==> config.mk <==
export PLATFORM = sky130hd
export DESIGN_NAME = hsst_tx_line_framer
export DESIGN_NICKNAME = d
export VERILOG_FILES = /design/src/rtl/hsst_tx_line_framer_pkg.sv /design/src/rtl/hsst_tx_line_framer.sv
export SDC_FILE = /design/constraint.sdc
export NUM_CORES = 1
export LEC_CHECK = 0
export ABC_AREA = 1
export CAP_MARGIN = 25
export CORE_MARGIN = 10
export CORE_UTILIZATION = 59
export DETAILED_ROUTE_END_ITERATION = 10
export HOLD_SLACK_MARGIN = 0.08
export PLACE_DENSITY = 0.9
export SYNTH_ARGS = -nofsm -noshare
export SYNTH_HDL_FRONTEND = slang
export SYNTH_SLANG_ARGS = --single-unit
==> constraint.sdc <==
create_clock -name i_clk -period 8.05 [get_ports i_clk]
set_input_delay 1.61 -clock i_clk [delete_from_list [all_inputs] [get_ports i_clk]]
set_output_delay 1.61 -clock i_clk [all_outputs]
set_load 0.03 [all_outputs]
==> src/rtl/hsst_tx_line_framer_pkg.sv <==
// rtl/hsst_tx_line_framer_pkg.sv - K-character bytes, link words, FSM states and word builders shared by the framer
package hsst_tx_line_framer_pkg;

   localparam logic [7:0] K_BC = 8'hBC;
   localparam logic [7:0] K_FB = 8'hFB;
   localparam logic [7:0] K_FD = 8'hFD;
   localparam logic [7:0] K_1C = 8'h1C;
   localparam logic [7:0] K_50 = 8'h50;

   localparam logic [31:0] IDLE_WORD = {K_50, K_50, K_50, K_BC};
   localparam logic [31:0] FILL_WORD = {K_1C, K_1C, K_1C, K_BC};
   localparam logic [3:0]  K_CTRL    = 4'b0001;
   localparam logic [3:0]  K_DATA    = 4'b0000;

   typedef enum logic [1:0] {
      ST_IDLE    = 2'd0,
      ST_SOF     = 2'd1,
      ST_PAYLOAD = 2'd2,
      ST_EOF     = 2'd3
   } state_t;

   // Frame-start flag marks line 0 so the receiver can realign to the frame
   function automatic logic [31:0] sof_word(input logic [11:0] line);
      return {(line == 12'd0), 3'b000, line, K_FB, K_BC};
   endfunction

   function automatic logic [31:0] eof_word(input logic [15:0] csum);
      return {csum, K_FD, K_BC};
   endfunction

   function automatic logic [15:0] csum_add(input logic [15:0] csum, input logic [31:0] data);
      return csum + data[31:16] + data[15:0];
   endfunction

endpackage

==> src/rtl/hsst_tx_line_framer.sv <==
// rtl/hsst_tx_line_framer.sv - wraps each video line from the prefetch FIFO into an SOF/payload/EOF packet with comma fill
module hsst_tx_line_framer
   import hsst_tx_line_framer_pkg::*;
#(
   parameter int unsigned LINE_WORDS  = 960,
   parameter int unsigned FRAME_LINES = 1080,
   parameter int unsigned IDLE_MIN    = 4
)(
   input  logic        i_clk,
   input  logic        i_rst,
   input  logic        i_tx_en,
   input  logic [31:0] i_fifo_rd_data,
   input  logic        i_fifo_rd_vld,
   output logic        o_fifo_rd_en,
   output logic [31:0] o_tx_data,
   output logic [3:0]  o_tx_k,
   output logic        o_busy,
   output logic [15:0] o_underrun_cnt
);

   localparam logic [15:0] LAST_WORD  = 16'(LINE_WORDS - 1);
   localparam logic [11:0] LAST_LINE  = 12'(FRAME_LINES - 1);
   localparam logic [7:0]  IDLE_MIN_C = 8'(IDLE_MIN);

   state_t      r_state;
   logic [11:0] r_line;
   logic [7:0]  r_idle_cnt;
   logic [15:0] r_word_cnt;
   logic [15:0] r_csum;
   logic [31:0] r_tx_data;
   logic [3:0]  r_tx_k;
   logic        r_busy;
   logic [15:0] r_underrun_cnt;

   state_t      w_state_nxt;
   logic [11:0] w_line_nxt;
   logic [7:0]  w_idle_nxt;
   logic [15:0] w_word_nxt;
   logic [15:0] w_csum_nxt;
   logic [31:0] w_tx_data;
   logic [3:0]  w_tx_k;
   logic [15:0] w_underrun_nxt;
   logic        w_rd_en;

   always_comb begin
      w_state_nxt    = r_state;
      w_line_nxt     = r_line;
      w_idle_nxt     = r_idle_cnt;
      w_word_nxt     = r_word_cnt;
      w_csum_nxt     = r_csum;
      w_tx_data      = IDLE_WORD;
      w_tx_k         = K_CTRL;
      w_underrun_nxt = r_underrun_cnt;
      w_rd_en        = 1'b0;
      case (r_state)
         ST_IDLE: begin
            if (r_idle_cnt < IDLE_MIN_C)
               w_idle_nxt = r_idle_cnt + 8'd1;
            if (i_tx_en && i_fifo_rd_vld && (r_idle_cnt >= IDLE_MIN_C))
               w_state_nxt = ST_SOF;
         end
         ST_SOF: begin
            w_tx_data   = sof_word(r_line);
            w_word_nxt  = 16'd0;
            w_csum_nxt  = 16'd0;
            w_state_nxt = ST_PAYLOAD;
         end
         ST_PAYLOAD: begin
            w_rd_en = 1'b1;
            if (i_fifo_rd_vld) begin
               w_tx_data  = i_fifo_rd_data;
               w_tx_k     = K_DATA;
               w_csum_nxt = csum_add(r_csum, i_fifo_rd_data);
               w_word_nxt = r_word_cnt + 16'd1;
               if (r_word_cnt == LAST_WORD)
                  w_state_nxt = ST_EOF;
            end else begin
               // Empty FIFO mid-line: hold the packet open with commas rather than truncating it
               w_tx_data = FILL_WORD;
               if (r_underrun_cnt != 16'hFFFF)
                  w_underrun_nxt = r_underrun_cnt + 16'd1;
            end
         end
         ST_EOF: begin
            w_tx_data   = eof_word(r_csum);
            w_line_nxt  = (r_line == LAST_LINE) ? 12'd0 : r_line + 12'd1;
            w_idle_nxt  = 8'd0;
            w_state_nxt = ST_IDLE;
         end
         default: w_state_nxt = ST_IDLE;
      endcase
   end

   always_ff @(posedge i_clk or posedge i_rst) begin
      if (i_rst) begin
         r_state        <= ST_IDLE;
         r_line         <= 12'd0;
         r_idle_cnt     <= 8'd0;
         r_word_cnt     <= 16'd0;
         r_csum         <= 16'd0;
         r_tx_data      <= IDLE_WORD;
         r_tx_k         <= K_CTRL;
         r_busy         <= 1'b0;
         r_underrun_cnt <= 16'd0;
      end else begin
         r_state        <= w_state_nxt;
         r_line         <= w_line_nxt;
         r_idle_cnt     <= w_idle_nxt;
         r_word_cnt     <= w_word_nxt;
         r_csum         <= w_csum_nxt;
         r_tx_data      <= w_tx_data;
         r_tx_k         <= w_tx_k;
         r_busy         <= (w_state_nxt != ST_IDLE);
         r_underrun_cnt <= w_underrun_nxt;
      end
   end

   assign o_fifo_rd_en   = w_rd_en;
   assign o_tx_data      = r_tx_data;
   assign o_tx_k         = r_tx_k;
   assign o_busy         = r_busy;
   assign o_underrun_cnt = r_underrun_cnt;

endmodule

## Word level (Yosys, flattened, before mapping)

Index checks and enable logic that the tools add are counted.

- Add/sub/neg operators: 6
- Magnitude comparators: 2
- Equal/unequal tests: 8
- Mux-type cells: 16
- Bitwise gates (word level): 1
- Reductions and logical operators: 10

Operator list:

| cell | count |
|---|---|
| one-hot mux 32 bit (3 select lines) | 1 |
| one-hot mux 16 bit (2 select lines) | 2 |
| adder 16 x 1 -> 16 bit, second input constant | 2 |
| adder 16 bit | 2 |
| two-way mux 16 bit | 2 |
| two-way mux 32 bit | 1 |
| == test 16 x 10 -> 1 bit, second input constant | 1 |
| != test 16 bit, second input constant | 1 |
| one-hot mux 8 bit (2 select lines) | 1 |
| adder 12 x 1 -> 12 bit, second input constant | 1 |
| == test 12 x 11 -> 1 bit, second input constant | 1 |
| zero test 12 bit | 1 |
| two-way mux 12 bit | 1 |
| adder 8 x 1 -> 8 bit, second input constant | 1 |
| >= comparator 8 x 3 -> 1 bit, second input constant | 1 |
| < comparator 8 x 3 -> 1 bit, second input constant | 1 |
| two-way mux 8 bit | 1 |
| one-hot mux 2 bit (4 select lines) | 1 |
| two-way mux 2 bit | 3 |
| nonzero test 2 bit | 3 |
| == test 2 bit, second input constant | 2 |
| != test 2 bit, second input constant | 2 |
| AND reduction 2 bit | 2 |
| two-way mux 1 bit | 3 |
| other kinds (5) | 6 |

- Register bits: 107
- Input bits: 36
- Output and inout port bits: 54
- Word-level logic and storage cells: 52

## Depth between registers and ports, before layout

Gate-level depths: netlist (run 1).

- Word-level depth: 5
- Mapped depth: 12
- Depth with buffers taken out: 12

## Least setup slack after synthesis (run 1)

No wires, ideal clock.

- Path kind: input port to flip-flop
- From: input i_fifo_rd_data[1]
- To: register r_csum[15]
- Setup time: 0.117 ns
- Data arrival time: 3.225 ns
- Required time: 7.933 ns
- Setup slack: 4.707 ns
- Stages on the path: 11
- Buffers on the path: 0
- Cell sequence: fa_1 ha_1 fa_1 nand2_1 nand2_1 nand3_1 nand2_1 nand2_1 nand3_1 nand3_1 nand2_1

- Word-level cells in the longest chain between the ends: 3

Ends and longest elaborated chain:

| what | RTL line | source |
|---|---|---|
| from (decl) | hsst_tx_line_framer.sv:12 | `input logic [31:0] i_fifo_rd_data,` |
| adder 16 bit | hsst_tx_line_framer_pkg.sv:32 | `return csum + data[31:16] + data[15:0];` |
| two-way mux 16 bit | hsst_tx_line_framer.sv:70 | `if (i_fifo_rd_vld) begin` |
| one-hot mux 16 bit (2 select lines) | hsst_tx_line_framer.sv:55 | `case (r_state)` |
| to (signal assigned) | hsst_tx_line_framer.sv:110 | `r_csum <= w_csum_nxt;` |
| to (decl) | hsst_tx_line_framer.sv:29 | `logic [15:0] r_csum;` |

No other way between the ends. The select of a mux whose other input is x is not followed.
A chain may end at the register's enable or synchronous reset.

## Worst setup path after layout (run 1)

- From: register r_state[1]
- To: output o_fifo_rd_en

- Word-level cells in the longest chain between the ends: 2

Ends and longest elaborated chain:

| what | RTL line | source |
|---|---|---|
| from (decl) | hsst_tx_line_framer.sv:25 | `state_t r_state;` |
| from (signal assigned) | hsst_tx_line_framer.sv:106 | `r_state <= w_state_nxt;` |
| == test 2 bit | hsst_tx_line_framer.sv:55 |  |
| two-way mux 1 bit | hsst_tx_line_framer.sv:55 |  |
| to (decl) | hsst_tx_line_framer.sv:14 | `output logic o_fifo_rd_en,` |

No other way between the ends.

==> results.txt, run 1 <==
CP Capture Type: output port
Crit path required time: 6.44 ns
Area delta synth->final: 18.2%
Number of global-route vias before repair: 5252
Worst Tran Pin Value: 0.887 ns
I/O pins: 90
Clk_skew: 0.0170 ns
Drt wl/cell: 16.3 µm
Vias per cell: 5.61
WS Path Type: reg -> out
Cells along the critical path: ha_1 -> clkdlybuf4s50_1
Minimum clock period: 4.10 ns
Initial antenna violation count: 0
Hold buffers post-CTS: 0
Final Net Count: 945
# DRC: 0
DIE HEIGHT: 123 µm
Seq cells post-synth: 104
EDFF count, synth: 0
Die width: 123 µm
RSZ-0062 raised after global routing: no
Netlist cell types: 44
WP buf/inv: 1
Fill cell count: 802
Via count: 5657
Synthesis Warnings: 0
Layout cells sized above 1: 6.64%
Clk_lat worst skew: 0.37 ns
ANT cells: 0
Worst vdd ir: 219 µV
Die area: 15100 µm²
Max-Cap Viols: 0
Post-route insts no fill: 1009
Avg Inst Size Synth: 7.95 µm²
Clock buffer depth: 2
Mapped Area: 6260 µm²
Fin crit share: 51.0%
Post-DRT Antenna Nets: 0
Routability cong.: 0.966
Num CTS Buffers: 9
Static leakage: 3.58 nW
Post-CTS sizing: 0
H-tree depth: 3
Top Family by Delay on Critical Path: buffers and inverters
Asr flop ratio synth: 100%
CTS tree: done
Port Buf Inserts: 86
Top post-synthesis cells by area: dfrtp_1 37%, nand2_1 14%, inv_1 6.2%, fa_1 5.1%, dfstp_2 5.0%
Core ar.: 10300 µm²
Main synth FF type: dfrtp_1
Max-slew violations: 0
First-pass GRT wire length: 26.4 mm
Setup violators final: 0
Cell Pwr Density: 352 nW/µm²
Outcome: completed
Reg clk slew, reported paths: 0.11 ns
Post-DP HPWL: 12.6 mm
GR Overflow Total: 0
Final Hold Viols: 0
Worst Setup Start Kind: register
Largest net degree at the start of global routing: 56
Relative slew slack: 40.9%
Critical Path AT: 2.49 ns
Routed wire length: 16.5 mm
Achievable Freq: 244 MHz
Row Count: 37
Post-synth top area share: 36.7%
Cell taking the most area after synthesis: dfrtp_1
Clock Root Buffer: clkbuf_8
Commonest non-fill, non-tap cells in the layout: 226 x nand2_1, 102 x inv_1, 92 x dfrtp_1
Setup TNS: 0 ns
Max stage delay on crit path: 0.81 ns
Hold Path Class: reg -> reg
Clock sink total: 104
Starting Density: 60.7%
Placed insts: 993
Commonest non-fill, non-tap cell in the layout: nand2_1
Syn Inst Count: 788
Crit-path slowest cell: clkdlybuf4s50_1
GRT Total Usage: 21.9%
Seq/Total Area, Yosys: 41.8%
Post-CTS Setup Inserts: 0
Pre-antenna DRT Iters: 5
Initial detailed-routing violation count: 591
Crit-path max FO: 17
## final timing paths
| kind | to | start | slack [ns] | cells past startpoint |
|---|---|---|---|---|
| min in group asynchronous | o_tx_data[0] | i_rst | 1.65 | 2 |
| hold reg to reg | r_line[9] | r_line[9] | 0.48 | 1 |
| setup reg to reg | r_word_cnt[10] | r_state[1] | 4.75 | 8 |
| setup / recovery | o_fifo_rd_en | r_state[1] | 3.95 | 2 |
| hold / removal | r_line[9] | r_line[9] | 0.48 | 1 |
| max in group asynchronous | r_line[8] | i_rst | 5.28 | 3 |
## Yosys cell counts, types with 9 or more instances
cell	instances
nand3_1	49
dfstp_2	12
nand2_1	226
xor2_1	17
fa_1	16
ha_1	25
inv_1	103
a21oi_1	31
nor2_1	67
nand4_1	14
o21ai_0	37
dfrtp_1	92
a31oi_1	9
nor3_1	13
## state kept, by name, indices dropped and copies added (netlist names)
register        count
o_busy              1
o_tx_data          32
o_tx_k              1
o_underrun_cnt     16
r_csum             16
r_idle_cnt          8
r_line             12
r_state             2
r_word_cnt         16
## final cells by class
class / count / area (µm²) / area share [%]
Multi-Input combinational cell: 557 / 3110 / 42.1
Sequential cell: 104 / 2620 / 35.4
Timing Repair Buffer: 88 / 876 / 11.8
Inverter: 108 / 408 / 5.51
Tap cell: 136 / 170 / 2.30
Clock buffer: 10 / 128 / 1.72
Clock inverter: 6 / 90.1 / 1.22
## worst register-to-register path, stage by stage, from the launching register on
cell	delay (ns)
dfrtp_1	0.62
ha_1	0.71
nand2_1	0.48
inv_2	0.65
nor2_8	0.19
nor2_4	0.18
nand2_1	0.10
o21ai_0	0.21
a21oi_1	0.07
## metrics by stage
stage	setup slack, ns	power [W]	utilization, %	cell area, µm²	hold WS [ns]
final	3.95	0.00261	71.7	7400	0.482
after global placement	4.00	0.00218	69.6	7180	0.458
after floorplan	3.73	0.00179	-	6270	0.442
after CTS	4.01	0.00259	71.7	7400	0.481
after detailed placement	3.88	0.00222	69.6	7180	0.465
after global routing	3.92	0.00279	71.7	7400	0.507
## per-layer routing
layer	wire, µm	vias to the layer above	share of wire (%)	track usage [%]
met5	0	-	0	0
met4	529	0	3.2	9.10
met3	1700	48	10	4.88
met2	7680	297	47	34.5
met1	6570	2648	40	28.7
li1	-	2664	-	-
## cell families (layout without fill, tap and decap cells)
kind of cell    after synthesis  in the layout  share of synthesized area [%]
simple gates                392            392                           27.1
other cells                   1              3                         0.0599
flops                       104            104                           41.8
xor+xnor                     22             22                           3.20
compound gates               99             99                           9.09
buf+inv                     129            212                           8.65
fa+ha+maj                    41             41                           10.1
## report_power, final
part / leakage (nW) / switching (W) / internal (W) / total (W)
clock: 0.107 / 0.000187 / 0.000177 / 0.000364
sequential: 1.34 / 0.000139 / 0.000705 / 0.000843
combinational: 2.13 / 0.000896 / 0.000502 / 0.00140
total: 3.58 / 0.00122 / 0.00138 / 0.00261
Power figures use the tool's default switching activity.
==> run 2: changes to the inputs <==
--- a/config.mk
+++ b/config.mk
@@ -8,10 +8,10 @@
 export ABC_AREA = 1
 export CAP_MARGIN = 25
 export CORE_MARGIN = 10
-export CORE_UTILIZATION = 59
+export CORE_UTILIZATION = 55
 export DETAILED_ROUTE_END_ITERATION = 10
 export HOLD_SLACK_MARGIN = 0.08
-export PLACE_DENSITY = 0.9
+export PLACE_DENSITY = 0.84
 export SYNTH_ARGS = -nofsm -noshare
 export SYNTH_HDL_FRONTEND = slang
 export SYNTH_SLANG_ARGS = --single-unit
==> constraint.sdc (replaced) <==
create_clock -name i_clk -period 4.3 [get_ports i_clk]
set_input_delay 0.86 -clock i_clk [delete_from_list [all_inputs] [get_ports i_clk]]
set_output_delay 0.86 -clock i_clk [all_outputs]
set_load 0.03 [all_outputs]
==> run 2 against run 1 <==
Sequential share of layout area fell by 0.48 points. Sequential cell count unchanged. Wire length down 0.43%. Largest cell class unchanged.
==> results.txt, run 2 (synthesized netlist as in run 1, its figures left out) <==
Max-Cap Viols: 0 (unchanged)
Vias per cell: 5.51 (-1.7%)
Pre-antenna DRT Iters: 5 (unchanged)
Clk_skew: 0.00609 ns (-0.0109 ns)
Hold Path Class: reg -> reg
Routed wire length: 16.4 mm (-0.43%)
Top Family by Delay on Critical Path: buffers and inverters
Switching power total: 0.00229 W (+88%)
Number of global-route vias before repair: 5337 (+1.6%)
Cell count along the critical path: 4 (+2)
CP Capture Point: o_fifo_rd_en
Drt wl/cell: 16.2 µm (-1.0%)
Final Net Count: 947 (+0.21%)
Crit path required time: 3.44 ns (-3.00 ns)
Cell Pwr Density: 670 nW/µm² (+90%)
Final core occ: 68.3% (-3.4 points)
Clock Root Buffer: clkbuf_16
Port Buf Inserts: 86 (unchanged)
Max stage delay on crit path: 0.70 ns (-0.11 ns)
Reg clk slew, reported paths: 0.07 ns (-0.04 ns)
Cells along the critical path: inv_1 -> ha_1 -> buf_4 -> clkdlybuf4s50_1
Die width: 127 µm (+3.0%)
Setup ws final: 1.19 ns (-2.76 ns)
Fin crit share: 72.3%
Relative slew slack: 46.9% (+6.0 points)
Achievable Freq: 322 MHz
Routability cong.: 0.938 (-2.8%)
H-tree depth: 3 (unchanged)
Reg power frac: 31.3% (-1.1 points)
Crit-path max FO: 11 (-6)
Minimum clock period: 3.11 ns
Critical Path AT: 2.25 ns (-0.24 ns)
Fill cell count: 900 (+12%)
Setup TNS: 0 ns (unchanged)
Layout cells sized above 1: 6.74% (+0.099 points)
Core ar.: 11000 µm² (+6.4%)
ANT cells: 0 (unchanged)
Critical path origin: r_state[0]
Gate power share: 52.1% (-1.6 points)
Post-DRT Antenna Nets: 0 (unchanged)
Reg2Reg Setup Slack: 1.58 ns (-3.17 ns)
Worst vdd ir: 486 µV (+120%)
Switching part of the total: 45.6% (-1.3 points)
Post-route insts no fill: 1015 (+0.59%)
# DRC: 0 (unchanged)
Clk_lat worst skew: 0.35 ns (-0.02 ns)
Crit-path slowest cell: clkdlybuf4s50_1
Via count: 5594 (-1.1%)
First-pass GRT wire length: 27.1 mm (+2.8%)
Routing usage on met1: 27.5% (-1.1 points)
CTS tree: done
I/O pins: 90 (unchanged)
GRT Total Usage: 20.7% (-1.2 points)
Commonest non-fill, non-tap cell in the layout: nand2_1
Reg-to-Reg End: r_word_cnt[10]
Busiest grt layer: met2
Area delta synth->final: 19.8%
Initial detailed-routing violation count: 698 (+18%)
Die area: 16100 µm² (+6.1%)
Setup violators final: 0 (unchanged)
Initial antenna violation count: 0 (unchanged)
Row Count: 38 (+2.7%)
Starting Density: 57.0% (-3.6 points)
Placed insts: 999 (+0.60%)
Max-slew violations: 0 (unchanged)
Clk network pwr share: 16.6% (+2.6 points)
Static leakage: 3.63 nW (+1.4%)
Post-DP HPWL: 12.6 mm (+0.55%)
Worst Hold Margin: 0.472 ns (-0.0100 ns)
DIE HEIGHT: 127 µm (+3.0%)
WS Path Type: reg -> out
Met3 Use GR: 5.21% (+0.33 points)
Num CTS Buffers: 9 (unchanged)
Clock sink total: 104 (unchanged)
CP Capture Type: output port
Clock buffer depth: 2 (unchanged)
Reg-to-reg startpoint: r_state[0]
P_int: 0.00274 W (+98%)
Commonest non-fill, non-tap cells in the layout: 226 x nand2_1, 102 x inv_1, 92 x dfrtp_1
Worst Tran Pin Value: 0.797 ns (-0.0903 ns)
Hold buffers post-CTS: 0 (unchanged)
WP buf/inv: 3 (+2)
Worst R2R Path Depth: 9 (+1)
GR Overflow Total: 0 (unchanged)
RSZ-0062 raised after global routing: no
Largest net degree at the start of global routing: 60 (+7.1%)
Max reg flops: 32 (unchanged)
Post-CTS sizing: 0 (unchanged)
GRT met2 Usage: 32.2% (-2.3 points)
Final Hold Viols: 0 (unchanged)
Outcome: completed
Worst Setup Start Kind: register
Post-CTS Setup Inserts: 0 (unchanged)
Hold path depth: 1 (unchanged)
Post-place setup slack: 0.986 ns (-2.90 ns)
run 2: cell count changes in the layout (fill, tap and decap cells not counted), sizes merged:
cell / delta
clkbuf: +2
bufinv: -1
clkinv: +1
buf: +2
clkinvlp: -1
inv: -1
run 2: worst min path at each step:
stage                           end  slack, ns  startpoint
after floorplan           r_line[9]       0.44   r_line[9]
after global placement    r_line[9]       0.46   r_line[9]
after detailed placement  r_line[9]       0.46   r_line[9]
after CTS                 r_line[9]       0.48   r_line[9]
after global routing      r_line[9]       0.51   r_line[9]
final                     r_line[9]       0.47   r_line[9]
run 2: power groups by stage:
stage                     logic [W]  registers, W  clock network (W)
after floorplan             0.00151       0.00184                  0
after global placement      0.00252       0.00157                  0
after detailed placement    0.00258       0.00158                  0
after CTS                   0.00260       0.00157           0.000842
after global routing        0.00292       0.00161           0.000884
final                       0.00262       0.00157           0.000837
run 2: final cells by class:
| cell class | instances | area [µm²] | share of cell area (%) |
|---|---|---|---|
| multi-input combinational | 557 | 3110 | 41.5 |
| sequential | 104 | 2620 | 34.9 |
| timing repair buffer | 90 | 891 | 11.9 |
| inverter | 108 | 408 | 5.44 |
| clock buffer | 12 | 246 | 3.28 |
| tap | 140 | 175 | 2.33 |
| clock inverter | 4 | 52.6 | 0.700 |
run 2: through the flow:
step                      total power, W  cell area [µm²]
after floorplan                  0.00335             6270
after global placement           0.00409             7200
after detailed placement         0.00416             7200
after global routing             0.00541             7500
final                            0.00503             7500
after CTS                        0.00501             7500
run 2: metal layers:
metal	wire [µm]	vias up
li1	-	2672
met1	6840	2632
met2	7510	260
met3	1720	30
met4	350	0
met5	0	-
==> run 3: changes to the inputs <==
--- a/config.mk
+++ b/config.mk
@@ -8,10 +8,10 @@
 export ABC_AREA = 1
 export CAP_MARGIN = 25
 export CORE_MARGIN = 10
-export CORE_UTILIZATION = 55
+export CORE_UTILIZATION = 50
 export DETAILED_ROUTE_END_ITERATION = 10
 export HOLD_SLACK_MARGIN = 0.08
-export PLACE_DENSITY = 0.84
+export PLACE_DENSITY = 0.81
 export SYNTH_ARGS = -nofsm -noshare
 export SYNTH_HDL_FRONTEND = slang
 export SYNTH_SLANG_ARGS = --single-unit
==> constraint.sdc (replaced) <==
create_clock -name i_clk -period 2.6 [get_ports i_clk]
set_input_delay 0.52 -clock i_clk [delete_from_list [all_inputs] [get_ports i_clk]]
set_output_delay 0.52 -clock i_clk [all_outputs]
set_load 0.03 [all_outputs]
==> run 3 against run 2 <==
Core utilization decreased by 4.2 points. First-iteration DRC count decreased by 11%. Worst hold slack about the same.
==> results.txt, run 3 (synthesized netlist as in run 1, its figures left out) <==
GRT Total Usage: 19.0% (-1.6 points)
Placed Instance Area: 7460 µm² (+3.6%)
Fin crit share: 93.0%
DIE HEIGHT: 132 µm (+4.1%)
Core ar.: 12200 µm² (+11%)
Commonest non-fill, non-tap cell in the layout: nand2_1
Pre-antenna DRT Iters: 5 (unchanged)
Via count: 5650 (+1.0%)
Clock sink total: 104 (unchanged)
Post-DP HPWL: 12.7 mm (+0.91%)
Routability cong.: 0.918 (-2.2%)
Number of global-route vias before repair: 5643 (+5.7%)
Starting Density: 51.5% (-5.5 points)
H-tree depth: 3 (unchanged)
First-pass GRT wire length: 27.6 mm (+1.7%)
HP Start: r_line[9]
Clk_lat worst skew: 0.35 ns (about the same)
Clock buffer depth: 2 (unchanged)
Commonest non-fill, non-tap cells in the layout: 225 x nand2_1, 102 x inv_1, 92 x dfrtp_1
Die width: 132 µm (+4.1%)
Final Hold Viols: 0 (unchanged)
Final Cell Area: 7800 µm² (+3.9%)
Drt wl/cell: 15.3 µm (-5.4%)
Num CTS Buffers: 9 (unchanged)
GR Overflow Total: 0 (unchanged)
Max-slew violations: 0 (unchanged)
Minimum clock period: 2.42 ns
Die area: 17400 µm² (+8.4%)
Reg clk slew, reported paths: 0.07 ns (about the same)
Max-Cap Viols: 0 (unchanged)
Routed wire length: 16.4 mm (-0.17%)
Worst Tran Pin Value: 0.560 ns (-0.237 ns)
Reg-to-Reg End: r_csum[11]
Worst Setup Start Kind: primary input
Clock Root Buffer: clkbuf_16
Hold path depth: 1 (unchanged)
Port Buf Inserts: 86 (unchanged)
Static leakage: 3.79 nW (+4.5%)
Area delta synth->final: 24.5%
Final Net Count: 975 (+3.0%)
I/O pins: 90 (unchanged)
ANT cells: 0 (unchanged)
Hold Path Class: reg -> reg
RSZ-0062 raised after global routing: no
Largest net degree at the start of global routing: 105 (+75%)
Busiest grt layer: met2
Crit-path max FO: 4 (-7)
Max reg flops: 32 (unchanged)
Relative slew slack: 62.7% (+16 points)
Vias per cell: 5.28 (-4.3%)
Setup violators final: 0 (unchanged)
Worst vdd ir: 415 µV (-15%)
Fill cell count: 1012 (+12%)
Post-DRT Antenna Nets: 0 (unchanged)
Hold buffers post-CTS: 0 (unchanged)
Layout cells sized above 1: 10.2% (+3.4 points)
CP Capture Type: register
Crit path required time: 2.84 ns (-0.60 ns)
Post-place setup slack: -0.335 ns (-1.32 ns)
Critical Path AT: 2.66 ns (+0.41 ns)
Met3 Use GR: 3.20% (-2.0 points)
CTS tree: done
Worst R2R Path Depth: 11 (+2)
Initial antenna violation count: 0 (unchanged)
Setup ws final: 0.181 ns (-1.01 ns)
Reg-to-reg startpoint: r_csum[1]
# DRC: 0 (unchanged)
WHS Endpoint: r_line[9]
GRT met2 Usage: 31.2% (-0.98 points)
Achievable Freq: 413 MHz
Routing usage on met1: 24.8% (-2.8 points)
Clk_skew: 0.00610 ns (+0.0000140 ns)
WS Path Type: in -> reg
Row Count: 40 (+5.3%)
Reg2Reg Setup Slack: 0.36 ns (-1.22 ns)
Initial detailed-routing violation count: 618 (-11%)
Cell Pwr Density: 1110 nW/µm² (+65%)
Outcome: completed
Setup TNS: 0 ns (unchanged)
run 3: changes by cell type in the layout (fill, tap and decap cells not counted), moves of 2 or more:
cell             previous run  this run
clkdlybuf4s50_1            86        84
clkbuf_1                    2         0
dlymetal6s2s_1              0         2
buf_4                       4        31
clkinvlp_4                  0         2
run 3: area by class of cell:
class | instances | area, µm² | share of cell area, %
repair buffers | 118 | 1120 | 14.3
inverters | 108 | 409 | 5.25
clock buffers | 9 | 225 | 2.89
clock inverters | 7 | 95.1 | 1.22
multi-input cells | 557 | 3120 | 40.0
flip-flops and latches | 104 | 2620 | 33.6
well taps | 168 | 210 | 2.70
run 3: report_power, final:
group,leakage (nW),switching (W),internal [W]
clock,0.156,0.000623,0.000846
sequential,1.34,0.000423,0.00219
combinational,2.29,0.00281,0.00176
total,3.79,0.00385,0.00479
run 3: layer usage:
metal | routed length, µm | part of all wire, %
met4 | 412 | 2.5
met3 | 1050 | 6.4
met1 | 7260 | 44
met5 | 0 | 0
met2 | 7650 | 47
run 3: what timing repair did:
item	4_1_cts	5_1_grt
buffers inserted	0	0
endpoints found under the setup margin	0	6
resized for setup	0	5
run 3: stage by stage:
step / hold slack [ns] / power [W] / instances / util, %
2_1_floorplan: 0.442 / 0.00554 / 790 / -
3_5_place_dp: 0.460 / 0.00712 / 1055 / 61.4
5_1_grt: 0.488 / 0.00931 / 1071 / 64.1
4_1_cts: 0.476 / 0.00862 / 1071 / 64.0
6_report: 0.472 / 0.00864 / 1071 / 64.1
3_3_place_gp: 0.458 / 0.00702 / 1055 / 61.4
run 3: worst max path at each step:
stage | slack [ns] | from | cells after the start | to
global placement | -0.31 | i_fifo_rd_data[1] | 12 | r_csum[15]
global route | 0.04 | i_fifo_rd_data[11] | 12 | r_csum[14]
CTS | 0.03 | i_fifo_rd_data[17] | 12 | r_csum[11]
detailed placement | -0.34 | i_fifo_rd_data[17] | 12 | r_csum[15]
floorplan | 0.35 | i_fifo_rd_data[1] | 11 | r_csum[15]
finish | 0.18 | i_fifo_rd_data[0] | 12 | r_csum[11]
run 3: critical path, stage by stage:
cell and delay (ns):
clkdlybuf4s50_1 0.45, fa_1 0.43, ha_1 0.22, fa_2 0.37, nand2_2 0.12, nand2_1 0.07, nand3_1 0.07, nand2_1 0.11
nand2_1 0.10, nand3b_1 0.07, nand3_1 0.08, nand2_1 0.05
